**src/rtl/cam_fb_pkg.sv**
```systemverilog
// Shared types and RGB565 field helpers for the camera frame-buffer writer.
package cam_fb_pkg;

    typedef enum logic [1:0] {
        SYNC   = 2'd0,
        WAIT   = 2'd1,
        ACTIVE = 2'd2
    } state_t;

    // RGB565 arrives high byte first: RRRRRGGG then GGGBBBBB.
    localparam int R_HI_MSB = 7;
    localparam int R_HI_LSB = 3;
    localparam int G_HI_MSB = 2;
    localparam int G_LO_LSB = 5;
    localparam int B_LO_MSB = 4;

    function automatic logic [3:0] rgb565_to_gray4(input logic [7:0] hi, input logic [7:0] lo);
        logic [4:0] r5;
        logic [4:0] b5;
        logic [5:0] g6;
        logic [5:0] r6;
        logic [5:0] b6;
        logic [7:0] sum;
        r5  = hi[R_HI_MSB:R_HI_LSB];
        g6  = {hi[G_HI_MSB:0], lo[7:G_LO_LSB]};
        b5  = lo[B_LO_MSB:0];
        r6  = {r5, r5[4]};
        b6  = {b5, b5[4]};
        sum = {2'b00, r6} + {1'b0, g6, 1'b0} + {2'b00, b6};
        return sum[7:4];
    endfunction

endpackage

```
**src/rtl/cam_line_counter.sv**
```systemverilog
// Pixel/line position tracking and frame-buffer limit checks.
// Build option CAM_FB_DECIMATE_EN: only even pixels of even source lines are write candidates.
module cam_line_counter
    import cam_fb_pkg::*;
#(
    parameter int H_RES  = 320,
    parameter int V_RES  = 240,
    parameter int ADDR_W = 32
) (
    input  logic              clk,
    input  logic              reset_n,
    input  logic              clear,
    input  logic              pixel,
    input  logic              line_end,
    output logic              wr_ok,
    output logic [ADDR_W-1:0] addr,
    output logic              frame_full
);

    localparam int X_W = $clog2(H_RES + 1);
    localparam int Y_W = $clog2(V_RES + 1);
    localparam logic [X_W-1:0]    X_MAX     = X_W'(H_RES);
    localparam logic [Y_W-1:0]    Y_MAX     = Y_W'(V_RES);
    localparam logic [ADDR_W-1:0] LINE_STEP = ADDR_W'(H_RES);

    logic [X_W-1:0]    x;
    logic [Y_W-1:0]    y;
    logic [ADDR_W-1:0] line_base;
    logic              cand;
    logic              adv_line;

`ifdef CAM_FB_DECIMATE_EN
    logic sx;
    logic sy;

    assign cand       = !sx && !sy;
    assign adv_line   = !sy;
    assign frame_full = (y == Y_MAX) && !sy;

    always_ff @(posedge clk or negedge reset_n) begin
        if (!reset_n) begin
            sx <= 1'b0;
            sy <= 1'b0;
        end else if (clear) begin
            sx <= 1'b0;
            sy <= 1'b0;
        end else if (line_end) begin
            sx <= 1'b0;
            sy <= !sy;
        end else if (pixel) begin
            sx <= !sx;
        end
    end
`else
    assign cand       = 1'b1;
    assign adv_line   = 1'b1;
    assign frame_full = (y == Y_MAX);
`endif

    assign wr_ok = cand && (x < X_MAX) && (y < Y_MAX);
    assign addr  = line_base + ADDR_W'(x);

    // y stops at V_RES so surplus lines neither write nor wrap the counter.
    always_ff @(posedge clk or negedge reset_n) begin
        if (!reset_n) begin
            x         <= '0;
            y         <= '0;
            line_base <= '0;
        end else if (clear) begin
            x         <= '0;
            y         <= '0;
            line_base <= '0;
        end else if (line_end) begin
            x <= '0;
            if (adv_line && (y < Y_MAX)) begin
                y         <= y + 1'b1;
                line_base <= line_base + LINE_STEP;
            end
        end else if (pixel && cand && (x < X_MAX)) begin
            x <= x + 1'b1;
        end
    end

endmodule

```
**src/rtl/cam_fb_writer.sv**
```systemverilog
// Camera parallel-bus capture: RGB565 byte pairs -> 4-bit grey writes into the frame buffer.
// Build option CAM_FB_DECIMATE_EN: 2x downscale of a 2*H_RES x 2*V_RES source.
module cam_fb_writer
    import cam_fb_pkg::*;
#(
    parameter int H_RES  = 320,
    parameter int V_RES  = 240,
    parameter int ADDR_W = 32
) (
    input  logic              clk,
    input  logic              reset_n,
    input  logic              vsync,
    input  logic              href,
    input  logic [7:0]        data,
    output logic              we,
    output logic [ADDR_W-1:0] wAddr,
    output logic [3:0]        wData,
    output logic              frame_done,
    output logic              busy
);

    state_t            state;
    logic              vsync_q;
    logic              href_q;
    logic              phase;
    logic [7:0]        hi;
    logic              vs_rise;
    logic              href_fall;
    logic              byte_ok;
    logic              clear;
    logic              pixel;
    logic              line_end;
    logic              wr_ok;
    logic              frame_full;
    logic [ADDR_W-1:0] addr;

    assign vs_rise   = vsync && !vsync_q;
    assign href_fall = href_q && !href;
    // vsync takes priority over any byte or line edge in the same cycle.
    assign byte_ok   = (state == ACTIVE) && href && !vsync;
    assign clear     = (state == WAIT) && !vsync;
    assign pixel     = byte_ok && phase;
    assign line_end  = (state == ACTIVE) && !vsync && href_fall;
    assign busy      = (state == ACTIVE);

    cam_line_counter #(
        .H_RES (H_RES),
        .V_RES (V_RES),
        .ADDR_W(ADDR_W)
    ) u_lines (
        .clk       (clk),
        .reset_n   (reset_n),
        .clear     (clear),
        .pixel     (pixel),
        .line_end  (line_end),
        .wr_ok     (wr_ok),
        .addr      (addr),
        .frame_full(frame_full)
    );

    always_ff @(posedge clk) begin
        if (byte_ok && !phase) begin
            hi <= data;
        end
    end

    always_ff @(posedge clk or negedge reset_n) begin
        if (!reset_n) begin
            state      <= SYNC;
            vsync_q    <= 1'b0;
            href_q     <= 1'b0;
            phase      <= 1'b0;
            we         <= 1'b0;
            wAddr      <= '0;
            wData      <= '0;
            frame_done <= 1'b0;
        end else begin
            vsync_q    <= vsync;
            href_q     <= href;
            we         <= 1'b0;
            frame_done <= 1'b0;
            case (state)
                SYNC: begin
                    if (vs_rise) state <= WAIT;
                end
                WAIT: begin
                    if (!vsync) begin
                        state <= ACTIVE;
                        phase <= 1'b0;
                    end
                end
                ACTIVE: begin
                    if (vs_rise) begin
                        state      <= WAIT;
                        phase      <= 1'b0;
                        frame_done <= frame_full;
                    end else if (byte_ok) begin
                        phase <= !phase;
                        if (phase) begin
                            we <= wr_ok;
                            if (wr_ok) begin
                                wAddr <= addr;
                                wData <= rgb565_to_gray4(hi, data);
                            end
                        end
                    end else if (line_end) begin
                        phase <= 1'b0;
                    end
                end
                default: state <= SYNC;
            endcase
        end
    end

endmodule

```
**config.mk**
```make
export PLATFORM = sky130hd
export DESIGN_NAME = cam_fb_writer
export DESIGN_NICKNAME = d
export VERILOG_FILES = /design/src/rtl/cam_fb_pkg.sv /design/src/rtl/cam_line_counter.sv /design/src/rtl/cam_fb_writer.sv
export SDC_FILE = /design/constraint.sdc
export NUM_CORES = 1
export LEC_CHECK = 0
export CORE_ASPECT_RATIO = 1.2
export CORE_UTILIZATION = 61
export CTS_CLUSTER_DIAMETER = 100
export DETAILED_ROUTE_END_ITERATION = 10
export HOLD_SLACK_MARGIN = 0.1
export PLACE_DENSITY = 0.95
export SLEW_MARGIN = 20
export SYNTH_ARGS = -nofsm -noshare
export SYNTH_HDL_FRONTEND = slang
export SYNTH_SLANG_ARGS = --single-unit
```
**constraint.sdc**
```tcl
create_clock -name clk -period 6.89 [get_ports clk]
set_clock_uncertainty 0.2 [all_clocks]
set_input_delay 1.378 -clock clk [delete_from_list [all_inputs] [get_ports clk]]
set_output_delay 1.378 -clock clk [all_outputs]
set_load 0.02 [all_outputs]
```
Word-level counts from Yosys, hierarchy flattened
Cells that the tools add are included.
{"block": "totals", "wordCells": 75, "regBits": 100}
{"block": "op_classes", "muxes": 23, "order_cmp": 2, "addsub": 6, "n_eq_ne": 6, "bitwise_logic": 1, "n_reduce_logical": 25}
{"cell": "32-bit two-way mux", "n": 3}
{"cell": "32-bit by 9-bit adder with 32-bit output", "n": 1}
{"cell": "32-bit by 9-bit adder with 32-bit output, second input constant", "n": 1}
{"cell": "9-bit two-way mux", "n": 3}
{"cell": "8-bit two-way mux", "n": 3}
{"cell": "1-bit logical AND", "n": 11}
{"cell": "1-bit two-way mux", "n": 10}
{"cell": "9-bit by 1-bit adder with 9-bit output, second input constant", "n": 1}
{"cell": "9-bit < comparator, second input constant", "n": 1}
{"cell": "6-bit by 7-bit adder with 8-bit output", "n": 1}
{"cell": "8-bit by 1-bit adder with 8-bit output, second input constant", "n": 1}
{"cell": "8-bit by 6-bit adder with 8-bit output", "n": 1}
{"cell": "8-bit equality test, second input constant", "n": 1}
{"cell": "8-bit < comparator, second input constant", "n": 1}
{"cell": "2-bit nonzero test", "n": 3}
{"cell": "5-bit AND reduction", "n": 1}
{"cell": "1-bit logical NOT", "n": 4}
{"cell": "2-bit two-way mux", "n": 2}
{"cell": "4-bit by 1-bit != test with 1-bit output, second input constant", "n": 1}
{"cell": "2-bit case mux with 2 select lines", "n": 1}
{"cell": "2-bit AND reduction", "n": 2}
{"cell": "3-bit AND reduction", "n": 1}
{"cell": "3-bit nonzero test", "n": 1}
{"cell": "2-bit by 1-bit equality test with 1-bit output, second input constant", "n": 1}
{"cell": "other kinds (7)", "n": 7}

Longest topological paths before layout
Gate-level depths: netlist (run 1).
{"block": "depth", "depth_word": 8, "depth_mapped": 10}

Modules after synthesis
Synthesis (run 1) repeated with hierarchy kept, for this count alone.
{"block": "hier_totals", "cells_unflattened": 482, "hier_area_um2": 5099.9}
{"module": "cam_line_counter", "cells_per_inst": 327, "area_each_um2": 2862.7, "seq_area_each_um2": 1076.0, "instances": 1}
{"module": "cam_fb_writer", "cells_per_inst": 155, "area_each_um2": 2237.1, "seq_area_each_um2": 1316.3, "instances": 1}

Worst setup path after synthesis (run 1)
No wires, ideal clock.
{"block": "synth_timing", "path_kind": "input to register", "from": "input data[2]", "to": "register wData[2]", "setup_slack_ps": 3465, "path_stages": 9, "t_arrival_ps": 3108, "n_path_buf": 0, "path_cell_list": "inv_1 fa_1 inv_1 ha_1 nor3_1 a2111oi_0 o21ai_0 nand3_1 nand2_1"}
{"block": "synth_via", "elab_chain_cells": 1}
{"element": "from (decl)", "line_no": "cam_fb_writer.sv:14", "source": "input logic [7:0] data,"}
{"element": "8-bit by 6-bit adder with 8-bit output", "line_no": "cam_fb_pkg.sv:29", "source": "sum = {2'b00, r6} + {1'b0, g6, 1'b0} + {2'b00, b6};"}
{"element": "to (signal assigned)", "line_no": "cam_fb_writer.sv:103", "source": "wData <= rgb565_to_gray4(hi, data);"}
{"element": "to (decl)", "line_no": "cam_fb_writer.sv:17", "source": "output logic [3:0] wData,"}
No other way between the ends.
A chain may end at the register's enable or synchronous reset.

Worst setup path in the final report (run 1)
{"block": "layout_timing", "from": "input vsync", "to": "register u_lines.line_base[31]"}
{"block": "layout_via", "elab_chain_cells": 5}
{"element": "from (decl)", "line_no": "cam_fb_writer.sv:12", "source": "input logic vsync,"}
{"element": "1-bit logical NOT (*)"}
{"element": "1-bit logical AND (2 in series)", "line_no": "cam_fb_writer.sv:43", "source": "assign line_end = (state == ACTIVE) && !vsync && href_fall;"}
{"element": "2-bit nonzero test (no line)"}
{"element": "2-bit AND reduction (no line)"}
{"element": "to (signal assigned)", "line_no": "cam_line_counter.sv:77", "source": "line_base <= line_base + LINE_STEP;"}
{"element": "to (decl)", "line_no": "cam_line_counter.sv:28", "source": "logic [ADDR_W-1:0] line_base;"}
Every way passes the cells marked *; elsewhere a longest branch is shown, timed or not.

==> run metrics, run 1 <==
unrepaired setup endpoints after global routing no; fin crit share 59.5%; placed insts 626; Slowest-stage cell, CP o21bai_1; outcome finished with violations; DPL Wire Length 7590 um; startpoint type of the worst setup path input pin; # rows 35; Tightest Hold Check Type reg2reg; Die Height 101 um; number of library cell types mapped by synthesis 51; GR Overflow Total 0; register area 2390 um2; number of synthesized register bits 94; Via density 6.10; Syn Area/Cell 9.75 um2; clock-pin slew on the worst setup and hold paths 0.09 ns; Seq/Total Area, Yosys 48.3%; critical path's largest stage delay 0.84 ns; Layout area overhead 14.0%; layout cells sized above 1 6.36%; count of cells along the worst hold path 2; Initial DRC Count 367; Crit. End Element register; Residual DRC 10; TritonCTS Sinks 94; H-tree levels 3; FILL cells 556; NumNets Final 579; fin area 5640 um2; kind of critical path in2reg; Worst path top cell family by delay simple AND/OR/NAND/NOR gates; final-report setup violation count 0; WL/cell 17.1 um; Post-DRT Antenna Nets 0; commonest non-fill, non-tap cell in the layout dfrtp_1; Async SR Flop Fraction 91.5%; Worst EP required 6.97 ns; overall routing resource usage 27.5%; max_slew headroom 31.0%; Clock Latency Late Sink 0.36 ns; drt total wl 11000 um; global-route wire length before repair 18400 um; VDD IR max 0.249 mV; Die Span X 84.2 um; ys flop type dfrtp_1; clock buffer count from CTS 9; Placed Area 5420 um2; Antenna Cells 0; GP Congestion 0.892; CTS Root Cell clkbuf_8; post-CTS sizing 0; Initial Util 63.9%; via count 3919; initial antenna violation count 0; CP max FO 12; DIE AREA 8480 um2; CP Depth 6; Final min period 4.10 ns; Mapped Cells 508; Worst Max-Slew Pin Slew 1.03 ns; Max-cap violations 0; vias in the first global route 3873; Slew Limit Fails 0; DR pass1 iterations 8; Mapped Area 4950 um2; Hold Buf Count CTS 0; syn_nets 542; Max clock buf depth 2; Setup TNS 0 ns; Max Fclk 244 MHz; number of port buffers 50; critical path, cell by cell clkdlybuf4s50_1, nand4bb_4, o21bai_1, nand2_1, or3_1, a21oi_1; hold slack 0.283 ns; Warnings, synthesis 0; Multi-input gate area 2340 um2; most frequent cells in the layout dfrtp_1 (86), nand2_1 (83), nor2_1 (62), clkdlybuf4s50_1 (49), xor2_1 (32); CP bufs+invs 1; Cell Pwr Density 244 nW/um2; final hold violation count 0; core area 7750 um2; CTS tree done; pin count of the biggest net entering global routing 87; I/O Pins 51; setup repair bufs after CTS 0; Arr. time, crit path 4.19 ns; EDFF count, synth 8; fin cells 642; worst r2r path cells 7; failing checks design-rule violations; Leakage 2.43 nW
path summary, 6_finish.rpt:
check	startpoint	endpoint	slack, ns
hold reg to reg	wAddr[15]$_DFFE_PN0P_	wAddr[15]$_DFFE_PN0P_	0.28
setup / recovery	vsync	u_lines.line_base[31]$_DFFE_PN0P_	2.79
hold / removal	wAddr[15]$_DFFE_PN0P_	wAddr[15]$_DFFE_PN0P_	0.28
setup reg to reg	state[0]$_DFFE_PN0P_	u_lines.line_base[31]$_DFFE_PN0P_	3.52
min in group asynchronous	reset_n	wAddr[23]$_DFFE_PN0P_	0.85
max in group asynchronous	reset_n	u_lines.line_base[17]$_DFFE_PN0P_	5.09
tightest hold or removal path, cell delays in order, from the launching register on:
cell and delay (ns):
dfrtp_1 0.35, nand2_1 0.04, o21ai_0 0.06
power by group:
group	internal (mW)	switching [mW]	total, mW
clock network	0.215	0.195	0.410
registers	0.607	0.0521	0.659
logic	0.122	0.189	0.310
total	0.943	0.436	1.38
cell type report:
type	count	share of cell area [%]
inverter	16	1.06
tap	92	2.04
clock inverter	5	1.49
sequential	94	42.4
multi-input combinational	373	41.5
clock buffer	11	2.50
timing repair buffer	51	9.02
cell families (layout without fill, tap and decap cells):
kind of cell / Yosys count / count (layout) / share of synthesized area [%]
AO/OA/AOI/OAI: 61 / 61 / 7.48
adder cells (fa/ha/maj): 22 / 22 / 6.32
buffers and inverters: 41 / 83 / 4.42
XOR/XNOR: 56 / 56 / 9.91
AND/OR/NAND/NOR: 234 / 234 / 23.6
flip-flops: 94 / 94 / 48.3
layer usage:
| layer | wire length (um) | share of wire, % | track usage [%] |
|---|---|---|---|
| met1 | 4420 | 40 | 35.0 |
| met2 | 5720 | 52 | 47.0 |
| met3 | 611 | 5.6 | 4.10 |
| met4 | 214 | 2.0 | 12.3 |
| met5 | 0 | 0 | 0 |
flip-flops by register name (all words and copies together) (netlist names):
name / flops
frame_done: 1
hi: 8
href_q: 1
phase: 1
state: 2
u_lines.line_base: 26
u_lines.x: 9
u_lines.y: 8
vsync_q: 1
wAddr: 32
wData: 4
we: 1
synth_stat cells (9+ instances only):
cell type  instances  area share [%]
ha_1              17             4.3
o21ai_1            9            0.91
a21oi_1            9            0.91
nand3_1           17             1.7
xnor2_1           24             4.2
nand2_1           83             6.3
nand4_1           17             2.1
inv_1             15             1.1
nor3_1            13             1.3
nor2_1            62             4.7
clkbuf_1           9            0.68
o21ai_0           25             2.5
dfrtp_1           86              43
xor2_1            32             5.7
stage by stage:
stage / utilization (%) / setup slack [ns] / power, mW
finish: 72.8 / 2.79 / 1.38
floorplan: - / 3.47 / 0.863
global placement: 69.9 / 2.74 / 0.952
CTS: 72.8 / 2.91 / 1.38
global route: 72.8 / 2.71 / 1.44
detailed placement: 69.9 / 2.63 / 0.973
Note: power is estimated with default switching activity, not from simulation.
==> run 2: changes to the inputs <==
Settings changed: CORE_UTILIZATION 61 to 52, PLACE_DENSITY 0.95 to 0.87.
Clock period 6.89 ns to 3.6 ns, I/O delays scaled along.
==> run 2 against run 1 <==
  * The run now ends clean
  * Flip-flop and latch count unchanged
  * Core utilization decreased by 10 points
  * Power up 87%
  * First-iteration DRC count decreased by 5.4%
  * Final cell count is 5.1% higher
  * Combinational power increased by 92%
  * Sequential power is 90% higher
  * Routed wire length decreased by 4.6%
  * Global-route usage shrank 4.6 points
  * Register-to-register slack lost 2.7 ns
  * Sequential share of layout area decreased by 0.44 points
  * Critical path type unchanged
==> run metrics, run 2 (synthesized netlist as in run 1, its figures left out) <==
Max-cap violations 0 (unchanged); Layout area overhead 15.2%; overall routing resource usage 22.9% (-4.6 points); R2R Setup Slk 0.78 ns (-2.74 ns); drt total wl 10500 um (-4.6%); Multi-input gate area 2340 um2 (unchanged); clock-pin slew on the worst setup and hold paths 0.08 ns (about the same); VDD IR max 0.329 mV (+32%); FILL cells 711 (+28%); H-tree levels 3 (unchanged); register area 2390 um2 (unchanged); CP max FO 3 (-9); Die Span X 91.1 um (+8.1%); NumNets Final 584 (+0.86%); setup repair bufs after CTS 0 (unchanged); WL/cell 15.5 um (-9.3%); Initial DRC Count 347 (-5.4%); GR Overflow Total 0 (unchanged); kind of critical path in2reg; Max Fclk 307 MHz; core area 9130 um2 (+18%); number of port buffers 50 (unchanged); Arr. time, crit path 3.32 ns (-0.87 ns); pin count of the biggest net entering global routing 87 (unchanged); setup slack at placement 0.0230 ns (-2.61 ns); via count 3844 (-1.9%); startpoint type of the worst setup path input pin; most frequent cells in the layout dfrtp_1 (86), nand2_1 (83), nor2_1 (62), clkdlybuf4s50_1 (49), xor2_1 (32); GP Congestion 0.891 (-0.16%); global-route wire length before repair 17800 um (-3.2%); Via density 5.69 (-6.7%); initial antenna violation count 0 (unchanged); Final min period 3.26 ns; DIE AREA 9920 um2 (+17%); Worst Max-Slew Pin Slew 0.796 ns (-0.238 ns); Setup TNS 0 ns (unchanged); overall power 2.58 mW (+87%); Tightest Hold Check Type in2async; Max clock buf depth 2 (unchanged); unrepaired setup endpoints after global routing no; commonest non-fill, non-tap cell in the layout dfrtp_1; vias in the first global route 3794 (-2.0%); Worst EP required 3.66 ns (-3.31 ns); TritonCTS Sinks 94 (unchanged); Regs by FF count wAddr: 32 flops, u_lines.line_base: 26 flops, u_lines.x: 9 flops; final hold violation count 0 (unchanged); fin worst setup slack 0.344 ns (-2.44 ns); CTS Root Cell clkbuf_8; Clock Latency Late Sink 0.37 ns (about the same); placed insts 659 (+5.3%); outcome complete, no violations; final-report setup violation count 0 (unchanged); Die Height 109 um (+8.1%); DPL Wire Length 7310 um (-3.7%); CTS tree done; Initial Util 54.2% (-9.6 points); I/O Pins 51 (unchanged); register bank with the most flops wAddr; # rows 38 (+8.6%); Antenna Cells 0 (unchanged); max_slew headroom 45.6% (+15 points); Leakage 2.46 nW (+1.0%); Slew Limit Fails 0 (unchanged); Residual DRC 0 (-10); clock buffer count from CTS 9 (unchanged); Crit. End Element register; Post-DRT Antenna Nets 0 (unchanged); post-CTS sizing 0 (unchanged); Hold Buf Count CTS 0 (unchanged); DR pass1 iterations 4 (-4); layout cells sized above 1 7.03% (+0.66 points); max reg flops 32 (unchanged); fin cells 675 (+5.1%); fin crit share 90.4%; Cell Pwr Density 452 nW/um2 (+85%)
-- run 2: final timing paths --
check	start	endpoint	cells past startpoint
max	data[6]	wData[2]$_DFFE_PN0P_	8
min	reset_n	wAddr[16]$_DFFE_PN0P_	1
max reg2reg	hi[4]$_DFFE_PN_	wData[2]$_DFFE_PN0P_	7
min reg2reg	wAddr[23]$_DFFE_PN0P_	wAddr[23]$_DFFE_PN0P_	2
max in group asynchronous	reset_n	u_lines.line_base[27]$_DFFE_PN0P_	1
min in group clk	wAddr[23]$_DFFE_PN0P_	wAddr[23]$_DFFE_PN0P_	2
-- run 2: layout make-up --
type	count	area share, %
Tap cell	120	2.63
Multi-Input combinational cell	373	41.1
Timing Repair Buffer	56	9.59
Clock inverter	2	0.680
Inverter	16	1.05
Clock buffer	14	3.03
Sequential cell	94	41.9
-- run 2: routing by layer --
layer	vias up	global-route usage, %	wire [um]
li1	1814	-	-
met1	1894	28.1	4390
met2	116	39.0	5420
met3	20	4.67	425
met4	0	10.8	225
met5	-	0	0
-- run 2: power breakdown --
group          switching [mW]  internal (mW)
combinational           0.355          0.240
sequential             0.0909           1.16
clock                   0.349          0.380
total                   0.795           1.78
-- run 2: critical path, stage by stage --
cell and delay (ns):
clkdlybuf4s50_1 0.51, fa_1 0.45, ha_1 0.30, nand4b_1 0.17, a2111oi_0 0.73, o21ai_0 0.23
nand3_1 0.13, nand2_1 0.07
-- run 2: metrics by stage --
step,util [%],hold WS [ns],cell area [um2]
floorplan,-,0.224,4950
global placement,60.1,0.259,5490
detailed placement,60.1,0.267,5490
CTS,62.4,0.288,5700
global route,62.5,0.276,5700
finish,62.5,0.193,5700
==> run 3: changes to the inputs <==
Settings changed: CORE_UTILIZATION 52 to 57, PLACE_DENSITY 0.87 to 0.9.
Clock period 3.6 ns to 3.1 ns, I/O delays scaled along.
==> run 3 against run 2 <==
  * Sequential power grew 16%
  * Largest cell class unchanged
  * Setup slack lost 0.22 ns
  * Non-clock buffer count rose by 6
  * First-iteration DRC count rose by 11%
  * Sequential share of layout area hardly changed
  * Flip-flop and latch count unchanged
  * Via count down 1.2%
  * Power increased by 11%
  * Global-route usage grew 1.2 points
  * Count of clock-buffer cells in the layout fell by 2
  * Combinational power grew 20%
==> run metrics, run 3 (synthesized netlist as in run 1, its figures left out) <==
global-route wire length before repair 17100 um (-4.0%); DPL Wire Length 7370 um (+0.93%); hold slack 0.280 ns (+0.0869 ns); max_slew headroom 53.2% (+7.6 points); VDD IR max 0.570 mV (+73%); Worst EP required 3.16 ns (-0.50 ns); Antenna Cells 0 (unchanged); Max clock buf depth 2 (unchanged); layout cells sized above 1 7.66% (+0.64 points); outcome complete, no violations; Cell Pwr Density 501 nW/um2 (+11%); Clock Latency Late Sink 0.36 ns (about the same); Leakage 2.47 nW (+0.38%); Final min period 2.97 ns; max reg flops 32 (unchanged); P_sw 0.922 mW (+16%); number of port buffers 50 (unchanged); worst r2r path cells 8 (+1); kind of critical path in2reg; # rows 36 (-5.3%); Worst path top cell family by delay adder cells; Hold Crit Endpoint wAddr[4]$_DFFE_PN0P_; DIE AREA 9060 um2 (-8.6%); CP bufs+invs 4 (+3); r2r startpoint state[0]$_DFFE_PN0P_; I/O Pins 51 (unchanged); Max-cap violations 0 (unchanged); register bank with the most flops wAddr; HP Start wAddr[4]$_DFFE_PN0P_; NumNets Final 590 (+1.0%); critical path's most frequent cell inv_1; GR Overflow Total 0 (unchanged); startpoint type of the worst setup path input pin; Post-DRT Antenna Nets 0 (unchanged); Combinational Power Share 25.0% (+1.9 points); setup repair bufs after CTS 0 (unchanged); Die Height 104 um (-4.4%); drt total wl 10100 um (-3.0%); R2R Setup Slk 0.48 ns (-0.30 ns); DR pass1 iterations 5 (+1); commonest non-fill, non-tap cell in the layout dfrtp_1; Internal 1.94 mW (+8.7%); Flop pwr share 50.9% (+2.3 points); Net Sw Frac 32.3% (+1.4 points); Initial DRC Count 385 (+11%); most frequent cells in the layout dfrtp_1 (86), nand2_1 (83), nor2_1 (62), clkdlybuf4s50_1 (49), xor2_1 (32); Slowest-stage cell, CP fa_1; clock buffer count from CTS 9 (unchanged); final-report setup violation count 0 (unchanged); H-tree levels 3 (unchanged); fin crit share 95.9%; Arr. time, crit path 3.03 ns (-0.29 ns); CP max FO 2 (-1); WL/cell 15.0 um (-3.0%); Clock power frac 24.1% (-4.2 points); Initial Util 59.7% (+5.5 points); Regs by FF count wAddr: 32 flops, u_lines.line_base: 26 flops, u_lines.x: 9 flops; initial antenna violation count 0 (unchanged); Die Span X 87.1 um (-4.4%); fin util 68.8% (+6.3 points); overall routing resource usage 24.1% (+1.2 points); Tightest Hold Check Type reg2reg; Slew Limit Fails 0 (unchanged); Crit. End Element register; count of cells along the worst hold path 2; core area 8290 um2 (-9.2%); CTS Root Cell clkbuf_8; GP Congestion 0.879 (-1.3%); vias in the first global route 3667 (-3.3%); unrepaired setup endpoints after global routing no; critical path, cell by cell clkdlybuf4s50_1, inv_1, fa_1, inv_1, ha_1, nor3_1, a2111oi_1, buf_4, o21ai_0, nand3_1, nand2_1; Layout area overhead 15.1% (about the same); Via density 5.63 (-1.2%); Residual DRC 0 (unchanged); Worst Max-Slew Pin Slew 0.695 ns (-0.100 ns); Max Fclk 336 MHz; via count 3799 (-1.2%); final hold violation count 0 (unchanged); TritonCTS Sinks 94 (unchanged); clock-pin slew on the worst setup and hold paths 0.09 ns (about the same); critical path's largest stage delay 0.53 ns (-0.20 ns); reg2reg end wAddr[15]$_DFFE_PN0P_; pin count of the biggest net entering global routing 62 (-29%); CTS tree done
## run 3: changes by cell type in the layout (fill, tap and decap cells not counted), sizes merged
cell and change:
clkinv +3, buf +5, dlygate4sd3 +1, bufinv -1
clkbuf -2
## run 3: area by class of cell
cell class / instances / area (um2)
Inverter: 16 / 60.1
Tap cell: 114 / 143
Clock buffer: 12 / 135
Timing Repair Buffer: 62 / 603
Multi-Input combinational cell: 373 / 2340
Sequential cell: 94 / 2390
Clock inverter: 4 / 23.8
Fill cell: 628 / 2590
## run 3: through the flow
step / std cells / setup TNS, ns / total power [mW] / cell area, um2 / setup WS, ns
5_1_grt: 675 / 0 / 3.03 / 5700 / 0.0220
3_3_place_gp: 658 / -0.298 / 2.14 / 5530 / -0.162
6_report: 675 / 0 / 2.86 / 5700 / 0.128
2_1_floorplan: 508 / 0 / 1.92 / 4950 / 0.433
4_1_cts: 675 / 0 / 2.88 / 5700 / 0.0446
3_5_place_dp: 658 / -0.630 / 2.18 / 5530 / -0.310
## run 3: what timing repair did
item | 4_1_cts | 5_1_grt
hold buffers | 1 | 0
hold endpoints to repair | 35 | 0
resized for setup | 0 | 1
endpoints found under the setup margin | 0 | 2
## run 3: worst min-delay path, cell delays in order (launching register included)
cell and delay (ns):
dfrtp_1 0.35, nand2_1 0.05, nand2_1 0.05
## run 3: power groups by stage
stage | Sequential (mW) | Clock, mW | Combinational (mW)
2_1_floorplan | 1.49 | 0 | 0.427
3_3_place_gp | 1.47 | 0 | 0.669
3_5_place_dp | 1.48 | 0 | 0.705
4_1_cts | 1.45 | 0.708 | 0.715
5_1_grt | 1.47 | 0.760 | 0.794
6_report | 1.45 | 0.689 | 0.715
## run 3: layer usage
metal  track usage (%)  wire, um
met5                 0         0
met4              7.02       189
met3              5.08       424
met2              40.2      5080
met1              31.4      4450
## run 3: how the worst max path moves through the flow
| stage | start | to | slack (ns) | depth (start not counted) |
|---|---|---|---|---|
| floorplan | data[2] | wData[2]$_DFFE_PN0P_ | 0.43 | 9 |
| global placement | data[2] | wData[2]$_DFFE_PN0P_ | -0.16 | 11 |
| detailed placement | data[2] | wData[2]$_DFFE_PN0P_ | -0.31 | 11 |
| CTS | data[2] | wData[2]$_DFFE_PN0P_ | 0.04 | 11 |
| global route | data[2] | wData[2]$_DFFE_PN0P_ | 0.02 | 11 |
| finish | data[2] | wData[2]$_DFFE_PN0P_ | 0.13 | 11 |
